## src/rtl/cmp_pkg.sv

```systemverilog
// ---------------------------------------------------------------------------
// cmp_pkg
// Shared types and constants for the bit-serial magnitude comparator and the
// board display blocks that reuse its seven-segment glyph encoder.
//   state_t   : comparator FSM states
//   result_t  : one-hot {lt, eq, gt} comparison result
//   SEG_*     : active-low {g,f,e,d,c,b,a} glyphs
// ---------------------------------------------------------------------------
package cmp_pkg;

   typedef enum logic [1:0] {
      IDLE = 2'd0,
      RUN  = 2'd1,
      DONE = 2'd2
   } state_t;

   typedef struct packed {
      logic lt;
      logic eq;
      logic gt;
   } result_t;

   localparam result_t RES_NONE = 3'b000;
   localparam result_t RES_LT   = 3'b100;
   localparam result_t RES_EQ   = 3'b010;
   localparam result_t RES_GT   = 3'b001;

   // Active-low glyphs, bit order {g,f,e,d,c,b,a}
   localparam logic [6:0] SEG_L     = 7'b1000111;
   localparam logic [6:0] SEG_E     = 7'b0000110;
   localparam logic [6:0] SEG_H     = 7'b0001001;
   localparam logic [6:0] SEG_BLANK = 7'b1111111;

endpackage

```

## src/rtl/seg_glyph_enc.sv

```systemverilog
// ---------------------------------------------------------------------------
// seg_glyph_enc
// Combinational decoder from a {lt, eq, gt} result to an active-low
// seven-segment glyph: L, E, H, or blank when no flag is set.
//   lt_i, eq_i, gt_i : result flags (expected one-hot or all zero)
//   seg_o            : {g,f,e,d,c,b,a}, active-low
// ---------------------------------------------------------------------------
module seg_glyph_enc
   import cmp_pkg::*;
(
   input  logic       lt_i,
   input  logic       eq_i,
   input  logic       gt_i,
   output logic [6:0] seg_o
);

   // Priority order only matters for illegal multi-hot inputs.
   always_comb begin
      if (lt_i) begin
         seg_o = SEG_L;
      end else if (eq_i) begin
         seg_o = SEG_E;
      end else if (gt_i) begin
         seg_o = SEG_H;
      end else begin
         seg_o = SEG_BLANK;
      end
   end

endmodule

```

## src/rtl/seq_mag_comparator.sv

```systemverilog
// ---------------------------------------------------------------------------
// seq_mag_comparator
// Bit-serial MSB-first magnitude comparator. Operands are captured on an
// accepted start and scanned one bit per clock in unsigned or two's-complement
// mode, optionally stopping at the first differing bit pair.
//   clk, rst_n      : clock (rising edge), asynchronous active-low reset
//   start           : request, honoured only in IDLE or DONE
//   a, b            : WIDTH-bit operands, captured on an accepted start
//   is_signed       : two's-complement mode (gated by SIGNED_EN)
//   busy            : high while a compare is in progress
//   done            : one-cycle pulse when the result flags update
//   lt, eq, gt      : registered one-hot result, held until next decision
//   seg             : active-low glyph of the current result
// ---------------------------------------------------------------------------
module seq_mag_comparator
   import cmp_pkg::*;
#(
   parameter int WIDTH      = 8,
   parameter int SIGNED_EN  = 1,
   parameter int EARLY_EXIT = 1
) (
   input  logic             clk,
   input  logic             rst_n,
   input  logic             start,
   input  logic [WIDTH-1:0] a,
   input  logic [WIDTH-1:0] b,
   input  logic             is_signed,
   output logic             busy,
   output logic             done,
   output logic             lt,
   output logic             eq,
   output logic             gt,
   output logic [6:0]       seg
);

   localparam int              IDX_W   = $clog2(WIDTH);
   localparam logic [IDX_W-1:0] IDX_MSB = IDX_W'(WIDTH - 1);
   localparam logic             SGN_EN  = (SIGNED_EN != 0);
   localparam logic             EXIT_EN = (EARLY_EXIT != 0);

   state_t           state_q, state_d;
   logic [WIDTH-1:0] a_sh_q, b_sh_q;
   logic             sgn_q;
   logic [IDX_W-1:0] idx_q;
   result_t          pend_q;
   logic             pend_vld_q;
   result_t          res_q;

   logic    accept;
   logic    bit_a, bit_b, differ, last_bit, decide;
   result_t cur_res, final_res;

   // ------------------------------------------------------------------
   // Bit-compare datapath
   // ------------------------------------------------------------------
   assign accept   = start && ((state_q == IDLE) || (state_q == DONE));
   assign bit_a    = a_sh_q[idx_q];
   assign bit_b    = b_sh_q[idx_q];
   assign differ   = bit_a ^ bit_b;
   assign last_bit = (idx_q == '0);
   assign decide   = (state_q == RUN) && ((differ && EXIT_EN) || last_bit);

   // In signed mode the sign bit has inverted weight: a 1 there means less.
   always_comb begin
      if (sgn_q && (idx_q == IDX_MSB)) begin
         cur_res = bit_a ? RES_LT : RES_GT;
      end else begin
         cur_res = bit_a ? RES_GT : RES_LT;
      end
   end

   // A pending (MSB-most) difference outranks whatever the final bit says.
   always_comb begin
      if (pend_vld_q) begin
         final_res = pend_q;
      end else if (differ) begin
         final_res = cur_res;
      end else begin
         final_res = RES_EQ;
      end
   end

   // ------------------------------------------------------------------
   // FSM: state register
   // ------------------------------------------------------------------
   always_ff @(posedge clk or negedge rst_n) begin
      if (!rst_n) begin
         state_q <= IDLE;
      end else begin
         // NOTE: non-blocking assignments keep every register sampling the
         // pre-edge values, so process ordering cannot change behaviour.
         state_q <= state_d;
      end
   end

   // ------------------------------------------------------------------
   // FSM: next-state logic
   // ------------------------------------------------------------------
   always_comb begin
      // NOTE: default first so every path assigns state_d and no latch forms.
      state_d = state_q;
      case (state_q)
         IDLE:    if (start)  state_d = RUN;
         RUN:     if (decide) state_d = DONE;
         DONE:    state_d = start ? RUN : IDLE;
         default: state_d = IDLE;
      endcase
   end

   // ------------------------------------------------------------------
   // FSM: outputs
   // ------------------------------------------------------------------
   always_comb begin
      busy = (state_q == RUN);
      done = (state_q == DONE);
   end

   // ------------------------------------------------------------------
   // Operand, index and pending-result registers
   // ------------------------------------------------------------------
   always_ff @(posedge clk or negedge rst_n) begin
      if (!rst_n) begin
         // NOTE: operand registers are reset as well; they are tiny and this
         // keeps the idle datapath deterministic after power-up.
         a_sh_q     <= '0;
         b_sh_q     <= '0;
         sgn_q      <= 1'b0;
         idx_q      <= IDX_MSB;
         pend_q     <= RES_NONE;
         pend_vld_q <= 1'b0;
      end else if (accept) begin
         a_sh_q     <= a;
         b_sh_q     <= b;
         sgn_q      <= is_signed & SGN_EN;
         idx_q      <= IDX_MSB;
         pend_q     <= RES_NONE;
         pend_vld_q <= 1'b0;
      end else if ((state_q == RUN) && !decide) begin
         idx_q <= idx_q - IDX_W'(1);
         // Only the MSB-most difference matters; later ones are ignored.
         if (differ && !pend_vld_q) begin
            pend_q     <= cur_res;
            pend_vld_q <= 1'b1;
         end
      end
   end

   // Result flags change only on a decision edge.
   always_ff @(posedge clk or negedge rst_n) begin
      if (!rst_n) begin
         res_q <= RES_NONE;
      end else if (decide) begin
         res_q <= final_res;
      end
   end

   assign lt = res_q.lt;
   assign eq = res_q.eq;
   assign gt = res_q.gt;

   seg_glyph_enc u_seg (
      .lt_i  (res_q.lt),
      .eq_i  (res_q.eq),
      .gt_i  (res_q.gt),
      .seg_o (seg)
   );

endmodule

```

## config.mk

```make
export PLATFORM = sky130hd
export DESIGN_NAME = seq_mag_comparator
export DESIGN_NICKNAME = d
export VERILOG_FILES = /design/src/rtl/cmp_pkg.sv /design/src/rtl/seg_glyph_enc.sv /design/src/rtl/seq_mag_comparator.sv
export SDC_FILE = /design/constraint.sdc
export NUM_CORES = 1
export LEC_CHECK = 0
export ABC_AREA = 0
export CELL_PAD_IN_SITES_DETAIL_PLACEMENT = 0
export CELL_PAD_IN_SITES_GLOBAL_PLACEMENT = 1
export CORE_MARGIN = 2
export CORE_UTILIZATION = 30
export CTS_BUF_LIST = sky130_fd_sc_hd__clkbuf_16
export CTS_CLUSTER_SIZE = 28
export DETAILED_ROUTE_END_ITERATION = 12
export GPL_TIMING_DRIVEN = 0
export HOLD_SLACK_MARGIN = 0.02
export PLACE_DENSITY_LB_ADDON = 0.05
export SETUP_SLACK_MARGIN = 0.15
export SLEW_MARGIN = 10
export SYNTH_ARGS = -nofsm -noshare
export SYNTH_HDL_FRONTEND = slang
export SYNTH_SLANG_ARGS = --single-unit
```

## constraint.sdc

```tcl
create_clock -name clk -period 4.6 [get_ports clk]
set_input_delay 1.38 -clock clk [delete_from_list [all_inputs] [get_ports clk]]
set_output_delay 1.38 -clock clk [all_outputs]
set_load 0.02 [all_outputs]
```

# Word level (Yosys, flattened, before mapping)
# Cells that the tools add are included.
[op_classes]
bitwise = 1
muxes = 24
addsub = 1
reduce_logical = 15
eq_ne = 5
order_cmp = 1
[ops]
columns = ["op", "count"]
rows = [
  ["$mux W3", 10],
  ["$mux W7", 3],
  ["$bmux W1 S3", 2],
  ["$mux W1", 6],
  ["$pmux W2 S3", 1],
  ["$logic_and A1 B1 Y1", 5],
  ["$lt A3 B4 Y1 const B", 1],
  ["$mux W2", 2],
  ["$reduce_and A2 Y1", 2],
  ["$reduce_bool A2 Y1", 2],
  ["$eq A3 B3 Y1 const B", 1],
  ["$logic_not A3 Y1", 1],
  ["$sub A3 B1 Y3 const B", 1],
  ["$eq A2 B1 Y1 const B", 1],
  ["$eq A2 B2 Y1 const B", 1],
  ["$logic_not A1 Y1", 2],
  ["$logic_not A2 Y1", 1],
  ["$logic_or A1 B1 Y1", 2],
  ["$ne A2 B1 Y1 const B", 1],
  ["$ne A2 B2 Y1 const B", 1],
  ["$xor A1 B1 Y1", 1],
]
[word_totals]
input_bits = 20
register_bits = 29
wordCells = 59

# Depth between registers and ports, before layout
# Gate-level depths: netlist (run 1).
[logic_depth]
ltp_word = 9
mapped_depth = 6

# Cells and area by module
# Synthesis (run 1) repeated with hierarchy kept, for this count alone.
[hier_totals]
hier_cells = 124
hier_area_um2 = 1522.7
[modules_own_cells]
columns = ["module", "cells_per_inst", "n_inst", "area_per_inst_um2", "seq_area_each_um2"]
rows = [
  ["seq_mag_comparator", 117, 1, 1475.2, 704.4],
  ["seg_glyph_enc", 7, 1, 47.5, 0.0],
]

# Worst setup path after synthesis (run 1)
# No wires, ideal clock.
[synth_timing]
kind = "register to output"
start = "register res_q, in the netlist eq"
end = "output seg[5]"
t_required_ns = 3.220
stages_incl_launch_ff = 3
slack_ns = 1.898
t_arrival_ns = 1.322
n_path_buf = 1
path_cell_list = "dfrtp_1 > nor3_1 > buf_4"
[synth_between]
elab_chain_len = 2
[synth_rtl]
columns = ["item", "line_no", "text"]
rows = [
  ["from (decl)", "seq_mag_comparator.sv:47", "result_t res_q;"],
  ["from (signal assigned)", "seq_mag_comparator.sv:153", "res_q <= final_res;"],
  ["$mux W7", "seg_glyph_enc.sv:21", "end else if (eq_i) begin"],
  ["$mux W7", "seg_glyph_enc.sv:19", "if (lt_i) begin"],
  ["to (decl)", "seq_mag_comparator.sv:33", "output logic [6:0] seg"],
]
# No other way between the ends.

# Worst setup path in the final report (run 1)
# Ends and elaborated chain as after synthesis.

==> flow_summary.ini, run 1 <==
[clock_network]
clockBufferDepth = 2
numCtsBuffers = 3
cts.repair.resized = 0
cts.sinks = 28
cts_htree_levels = 1
clkSlewWorstSetupHoldPaths_ns = 0.07
tritoncts = done
cts_root_buffer = clkbuf_16
clock_latency_ns = 0.26
cts_hold_buf = 0
postCtsSetupBuffers = 0

[hold_path]
hold_end = b_sh_q[3]
hold_path_depth = 1
hold_path_startpoint = b_sh_q[3]
hp-class = register to register

[cells_and_area]
antenna-diode-count = 0
mostFrequentLayoutCell = clkdlybuf4s50_1
layout_common_cells = clkdlybuf4s50_1, dfrtp_1, mux2_2
nFillCells = 418
fin_cells = 187
nets = 159
syn2layout_area_growth_pct = 32.3
layout-drive-gt1-share_pct = 27.4

[global_route]
grt_max_degree = 29
grt_use_total_pct = 10.9
grt_pass1_wl_um = 4330
antenna_found_initial = 0
first_global_vias = 928
overflow = 0

[detailed_routing]
firstDrtPassIters = 4
vias = 868
ant_nets = 0
vias_per_cell = 4.64
drcViolationCount = 0
drtIter0Drc = 35
finalWirelength_um = 2510
wl_per_cell_um = 13.4

[power]
switching_power_mw = 0.444
seqPwrFrac_pct = 32.6
clock_power_share_pct = 15.0
p_int_mw = 0.847
swShare_pct = 34.4
total_power_mw = 1.29
vdd_ir_drop_max_mv = 0.199
p_per_area_nw_per_um2 = 701
p_leak_nw = 0.812
pwr-share-comb_pct = 52.4

[setup_path]
arrival_ns = 1.69
crit_path_end_kind = output pin
required_ns = 3.22
startpoint_type = register
r2r-start = idx_q[0]
r2r_end = eq
crit_type = register to output pin
regToRegSetupSlack_ns = 2.24
reg2regPathDepth = 6
crit_fanout = 6

[synthesis]
synth-edff-count = 0
synth-async-reset-ratio_pct = 100
synth-main-ff-cell = dfrtp_1
ys_seq_area_share_pct = 50.6
synth_cell_types = 28
netlist_instances = 100
ys_ff_latch = 28
synth_nets = 123
syn_avg_cell_area_um2 = 13.9
yosysWarnings = 0
synth_area_um2 = 1390

[floorplanning]
core-area_um2 = 4410
die_area_um2 = 5200
die_h_um = 72.1
die_x_um = 72.1
fp-row-count = 24
ios = 32
start_util_pct = 31.5

[sta]
fin_crit_sh_pct = 66.8
fmax_mhz = 325
fin_crit_ns = 3.07
fin_ws_ns = 1.53
slew_violations = 0
rsz0062_at_grt = false
slew_headroom_pct = 59.1
setup_viol = 0
tightestPinTransition_ns = 0.613
finalClockSkew_ns = 0.00514
hold_viol_final = 0
setup_tns_ns = 0

[placed_design]
pre_cts_slack_ns = 1.26
dp_hpwl_um = 1890
dp.cells = 183
gp_congestion = 0.744
portBuffers = 31

[flow_run]
drv_cap = 0

[outcome]
run_status = complete, no violations
## layout make-up
cell class	count	area, µm²	area share [%]
tap	52	65.1	3.53
clock buffer	3	75.1	4.08
sequential	28	704	38.2
timing repair buffer	31	305	16.6
multi-input combinational	64	643	34.9
buffer	6	37.5	2.04
clock inverter	1	3.75	0.204
inverter	2	7.51	0.408
## how the worst max path moves through the flow
stage,end,cells past startpoint,start
2_1_floorplan,seg[5],2,eq
3_3_place_gp,b_sh_q[2],5,start
3_5_place_dp,a_sh_q[0],5,start
4_1_cts,seg[5],3,eq
5_1_grt,seg[5],3,eq
6_report,seg[5],3,eq
## kinds of logic (layout without fill, tap and decap cells)
logic type	after synthesis	count (layout)	share of synthesized area, %
muxes	34	34	30.5
and+or+nand+nor	22	22	8.89
buffers and inverters	8	43	3.23
adders and majority gates	3	3	2.70
DFF	28	28	50.6
xor gates and xnor gates	1	1	1.17
AOI/OAI and AO/OA	4	4	2.96
## synthesized netlist by cell type (3+ instances only)
library cell	number	area [µm²]
dfstp_2	3	78.8
mux2_2	20	225
dfrtp_1	25	626
nor2b_1	6	37.5
ha_1	3	37.5
nor2_1	4	15.0
mux2i_1	9	90.1
nand2_1	3	11.3
## stage by stage
step	cell area [µm²]	util, %	hold WS [ns]
3_5_place_dp	1760	39.9	0.491
3_3_place_gp	1770	40.1	0.484
6_report	1840	41.7	0.501
2_1_floorplan	1390	-	0.465
5_1_grt	1840	41.7	0.532
4_1_cts	1840	41.7	0.507
## power groups by stage
stage                     sequential (mW)  clock (mW)  combinational (mW)
after floorplan                     0.421           0               0.485
after global placement              0.423           0               0.687
after detailed placement            0.428           0               0.690
after CTS                           0.423       0.203               0.691
after global routing                0.441       0.217               0.735
final                               0.421       0.194               0.676
## worst max-delay path, stage by stage (launching register included)
cell,delay (ns)
dfrtp_1,0.43
nor3_1,0.27
buf_4,0.15
clkdlybuf4s50_1,0.58
## per-layer routing
layer	GRT usage (%)	vias to the layer above	wire [µm]
li1	-	423	-
met1	14.8	423	1220
met2	17.0	20	1160
met3	2.22	2	104
met4	4.40	0	25
met5	0	-	0
## registers in the layout, indices dropped and copies added (netlist names), 2 cells and up
name     count
state_q      2
b_sh_q       8
pend_q       2
a_sh_q       8
idx_q        3
Power figures use the tool's default switching activity.
==> inputs of run 2 (changes only) <==
clock period = 2.5 ns   (was 4.6 ns; I/O delays follow)
==> flow_summary.ini, run 2 (same netlist as run 1, synthesis figures left out) <==
[setup_path]
arrival_ns = 2.40
crit_type = register to register
required_ns = 2.64
crit_fanout = 9
crit_path_end_kind = register
path_delay_family = multiplexers
path_buf_inv = 1
path_cells = buf_8, mux4_2, mux2i_4, xnor2_4, a21boi_4, mux2_2
cp_slowest_cell = dfstp_2
startpoint_type = register
crit_path_max_incr_delay_ns = 0.56

[sta]
whs_ns = 0.499
finalClockSkew_ns = 0.00517
fmax_mhz = 443
setup_viol = 0
setup_tns_ns = 0
hold_viol_final = 0
rsz0062_at_grt = false
fin_crit_sh_pct = 90.4
fin_crit_ns = 2.26
tightestPinTransition_ns = 0.620
slew_headroom_pct = 58.7
slew_violations = 0

[outcome]
run_status = complete, no violations

[floorplanning]
core-area_um2 = 4410
die_h_um = 72.1
ios = 32
die_x_um = 72.1
start_util_pct = 31.5
fp-row-count = 24
die_area_um2 = 5200

[power]
vdd_ir_drop_max_mv = 0.424
total_power_mw = 2.47
p_leak_nw = 0.843
p_per_area_nw_per_um2 = 1320

[flow_run]
drv_cap = 0

[global_route]
grt_pass1_wl_um = 4330
first_global_vias = 927
grt_use_total_pct = 10.9
grt_max_degree = 29
antenna_found_initial = 0
overflow = 0

[detailed_routing]
vias = 877
firstDrtPassIters = 4
ant_nets = 0
finalWirelength_um = 2540
drcViolationCount = 0
vias_per_cell = 4.66
drtIter0Drc = 56
wl_per_cell_um = 13.5

[cells_and_area]
largestRegisters = a_sh_q (8), b_sh_q (8), idx_q (3)
syn2layout_area_growth_pct = 34.1
final_area_um2 = 1870
seqCellArea_um2 = 704
nFillCells = 420
layout-drive-gt1-share_pct = 31.6
mostFrequentLayoutCell = clkdlybuf4s50_1
nets = 160
antenna-diode-count = 0
multi_input_area_um2 = 652
finish.utilization_pct = 42.3
layout_common_cells = clkdlybuf4s50_1, dfrtp_1, mux2_2

[placed_design]
placed_cell_area_um2 = 1760
gp_congestion = 0.744
dp_hpwl_um = 1890
portBuffers = 31

[clock_network]
numCtsBuffers = 3
cts_htree_levels = 1
tritoncts = done
cts.sinks = 28
clock_latency_ns = 0.26
cts_root_buffer = clkbuf_16
clockBufferDepth = 2
clkSlewWorstSetupHoldPaths_ns = 0.07

[hold_path]
hp-class = primary input to asynchronous set/reset pin
==> run 2: path summary, 6_finish.rpt <==
path / startpoint / to / slack, ns / cells after the start
max: idx_q[0] / eq / 0.24 / 6
min: rst_n / b_sh_q[5] / 0.50 / 1
max reg2reg: idx_q[0] / eq / 0.24 / 6
min reg2reg: pend_q[0] / pend_q[0] / 0.51 / 1
max in group asynchronous: rst_n / a_sh_q[5] / 1.59 / 1
min in group clk: pend_q[0] / pend_q[0] / 0.51 / 1
==> run 2: report_power, final <==
part / leakage (nW) / switching [mW] / total [mW] / internal, mW
logic: 0.465 / 0.582 / 1.32 / 0.742
registers: 0.335 / 0.127 / 0.784 / 0.658
clock network: 0.0423 / 0.144 / 0.358 / 0.214
==> run 2: repair_timing <==
| item | in CTS | in global routing |
|---|---|---|
| buffers inserted | 0 | 1 |
| hold buffers | 0 | 0 |
| pin swaps | 1 | 2 |
| setup endpoints to repair | 19 | 5 |
| cloned | 0 | 0 |
| gates resized for setup | 7 | 3 |
==> run 2: per-layer routing <==
layer | wire length [µm] | part of all wire (%) | GRT usage, %
met5 | 0 | 0 | 0
met4 | 25 | 0.98 | 4.40
met3 | 115 | 4.5 | 2.22
met2 | 1170 | 46 | 17.0
met1 | 1230 | 48 | 14.8
==> run 2: area by class of cell <==
type | instances | area share (%)
sequential | 28 | 37.7
multi-input combinational | 64 | 34.9
timing repair buffer | 32 | 16.9
clock buffer | 3 | 4.02
tap | 52 | 3.48
buffer | 6 | 2.34
inverter | 2 | 0.402
clock inverter | 1 | 0.201
==> run 2: per-stage QoR <==
stage,setup WS (ns),std cells
final,0.241,188
after detailed placement,-0.215,183
after floorplan,0.308,100
after global routing,0.151,188
after CTS,0.0966,187
after global placement,-0.206,183
==> inputs of run 3 (changes only) <==
CORE_ASPECT_RATIO = 0.75   (was default)
SKIP_CTS_REPAIR_TIMING = 1   (was default)
==> flow_summary.ini, run 3 (same netlist as run 1, synthesis figures left out) <==
[sta]
fin_crit_sh_pct = 91.2
setup_viol = 0
finalClockSkew_ns = 0.00314
slew_headroom_pct = 58.0
slew_violations = 0
hold_viol_final = 0
tightestPinTransition_ns = 0.630
rsz0062_at_grt = false
fmax_mhz = 438
fin_crit_ns = 2.28
fin_ws_ns = 0.219

[floorplanning]
start_util_pct = 31.2
core-area_um2 = 4470
die_h_um = 63.0
die_area_um2 = 5210
die_x_um = 82.7
ios = 32
fp-row-count = 21

[cells_and_area]
nets = 162
mostFrequentLayoutCell = clkdlybuf4s50_1
syn2layout_area_growth_pct = 37.8
layout_common_cells = clkdlybuf4s50_1, dfrtp_1, mux2_2
multi_input_area_um2 = 652
nFillCells = 423
antenna-diode-count = 0
layout-drive-gt1-share_pct = 33.3
largestRegisters = a_sh_q (8), b_sh_q (8), idx_q (3)
seqCellArea_um2 = 704

[power]
p_int_mw = 1.74
pwr-share-comb_pct = 52.0
total_power_mw = 2.61
p_leak_nw = 0.863
p_per_area_nw_per_um2 = 1360
seqPwrFrac_pct = 30.0
switching_power_mw = 0.869
clock_power_share_pct = 18.0
swShare_pct = 33.3
vdd_ir_drop_max_mv = 0.540

[global_route]
grt_pass1_wl_um = 4030
overflow = 0
antenna_found_initial = 0
grt_max_degree = 29
first_global_vias = 814
grt_use_total_pct = 10.6

[setup_path]
path_depth = 6
crit_type = register to register
cp_slowest_cell = mux4_2
path_cells = buf_8, mux2i_1, mux4_2, xnor2_4, a21boi_4, mux2_2
reg2regPathDepth = 6
arrival_ns = 2.43
startpoint_type = register
crit_path_max_incr_delay_ns = 0.57
crit_path_end_kind = register
path_delay_family = multiplexers
regToRegSetupSlack_ns = 0.22
required_ns = 2.65
path_buf_inv = 1
r2r-start = idx_q[0]
crit_fanout = 8
r2r_end = eq

[detailed_routing]
vias_per_cell = 4.51
ant_nets = 0
drcViolationCount = 0
wl_per_cell_um = 13.1
vias = 879
firstDrtPassIters = 4
drtIter0Drc = 39
finalWirelength_um = 2560

[flow_run]
drv_cap = 0

[clock_network]
clkSlewWorstSetupHoldPaths_ns = 0.07
clockBufferDepth = 2
tritoncts = done
clock_latency_ns = 0.26
cts.sinks = 28
cts_root_buffer = clkbuf_16
numCtsBuffers = 3
cts_htree_levels = 1

[outcome]
run_status = complete, no violations

[hold_path]
hp-class = primary input to asynchronous set/reset pin

[placed_design]
dp_hpwl_um = 1930
pre_cts_slack_ns = -0.224
portBuffers = 31
gp_congestion = 0.780
## run 3: changes by cell type in the layout (fill, tap and decap cells not counted), sizes merged
cell,before,now
inv,3,2
bufinv,0,1
dlymetal6s2s,2,3
buf,6,7
clkbuf,5,6
dlygate4sd2,1,0
## run 3: power by group through the flow
| stage | clock network [mW] | logic [mW] | registers [mW] |
|---|---|---|---|
| after floorplan | 0 | 0.893 | 0.774 |
| after global placement | 0 | 1.26 | 0.779 |
| after detailed placement | 0 | 1.27 | 0.785 |
| after CTS | 0.481 | 1.27 | 0.777 |
| after global routing | 0.500 | 1.48 | 0.813 |
| final | 0.469 | 1.36 | 0.782 |
## run 3: worst max path at each step
stage / end / slack [ns] / start
6_report: eq / 0.22 / idx_q[0]
5_1_grt: lt / 0.14 / idx_q[0]
4_1_cts: seg[5] / 0.02 / eq
3_5_place_dp: b_sh_q[4] / -0.22 / start
3_3_place_gp: a_sh_q[2] / -0.21 / start
2_1_floorplan: eq / 0.31 / idx_q[0]
## run 3: cell type report
class / count / area share, %
Clock buffer: 3 / 3.91
Clock inverter: 1 / 1.56
Tap cell: 57 / 3.72
Inverter: 2 / 0.391
Timing Repair Buffer: 34 / 17.5
Multi-Input combinational cell: 64 / 34.0
Sequential cell: 28 / 36.7
Buffer: 6 / 2.28
## run 3: worst reg2reg max path, delay by kind of cell (launching register included)
| family | cells | cell delay (ns) |
|---|---|---|
| buf+inv | 1 | 0.14 |
| compound gates | 1 | 0.22 |
| xor+xnor | 1 | 0.21 |
| flops | 1 | 0.55 |
| mux | 3 | 1.05 |
## run 3: metal layers
metal / track usage (%) / vias up / share of wire, %
li1: - / 425 / -
met4: 3.07 / 0 / 1.1
met2: 14.8 / 20 / 44
met3: 3.90 / 2 / 5.8
met5: 0 / - / 0
met1: 15.3 / 432 / 49
## run 3: through the flow
stage          util (%)  instance area (µm²)  instances  hold WS, ns  setup TNS [ns]
2_1_floorplan         -                 1390        100        0.454               0
3_3_place_gp       39.7                 1770        188        0.483           -2.50
3_5_place_dp       39.6                 1770        188        0.492           -2.72
4_1_cts            42.0                 1870        192        0.508               0
5_1_grt            43.0                 1920        195        0.523               0
6_report           43.0                 1920        195        0.503               0
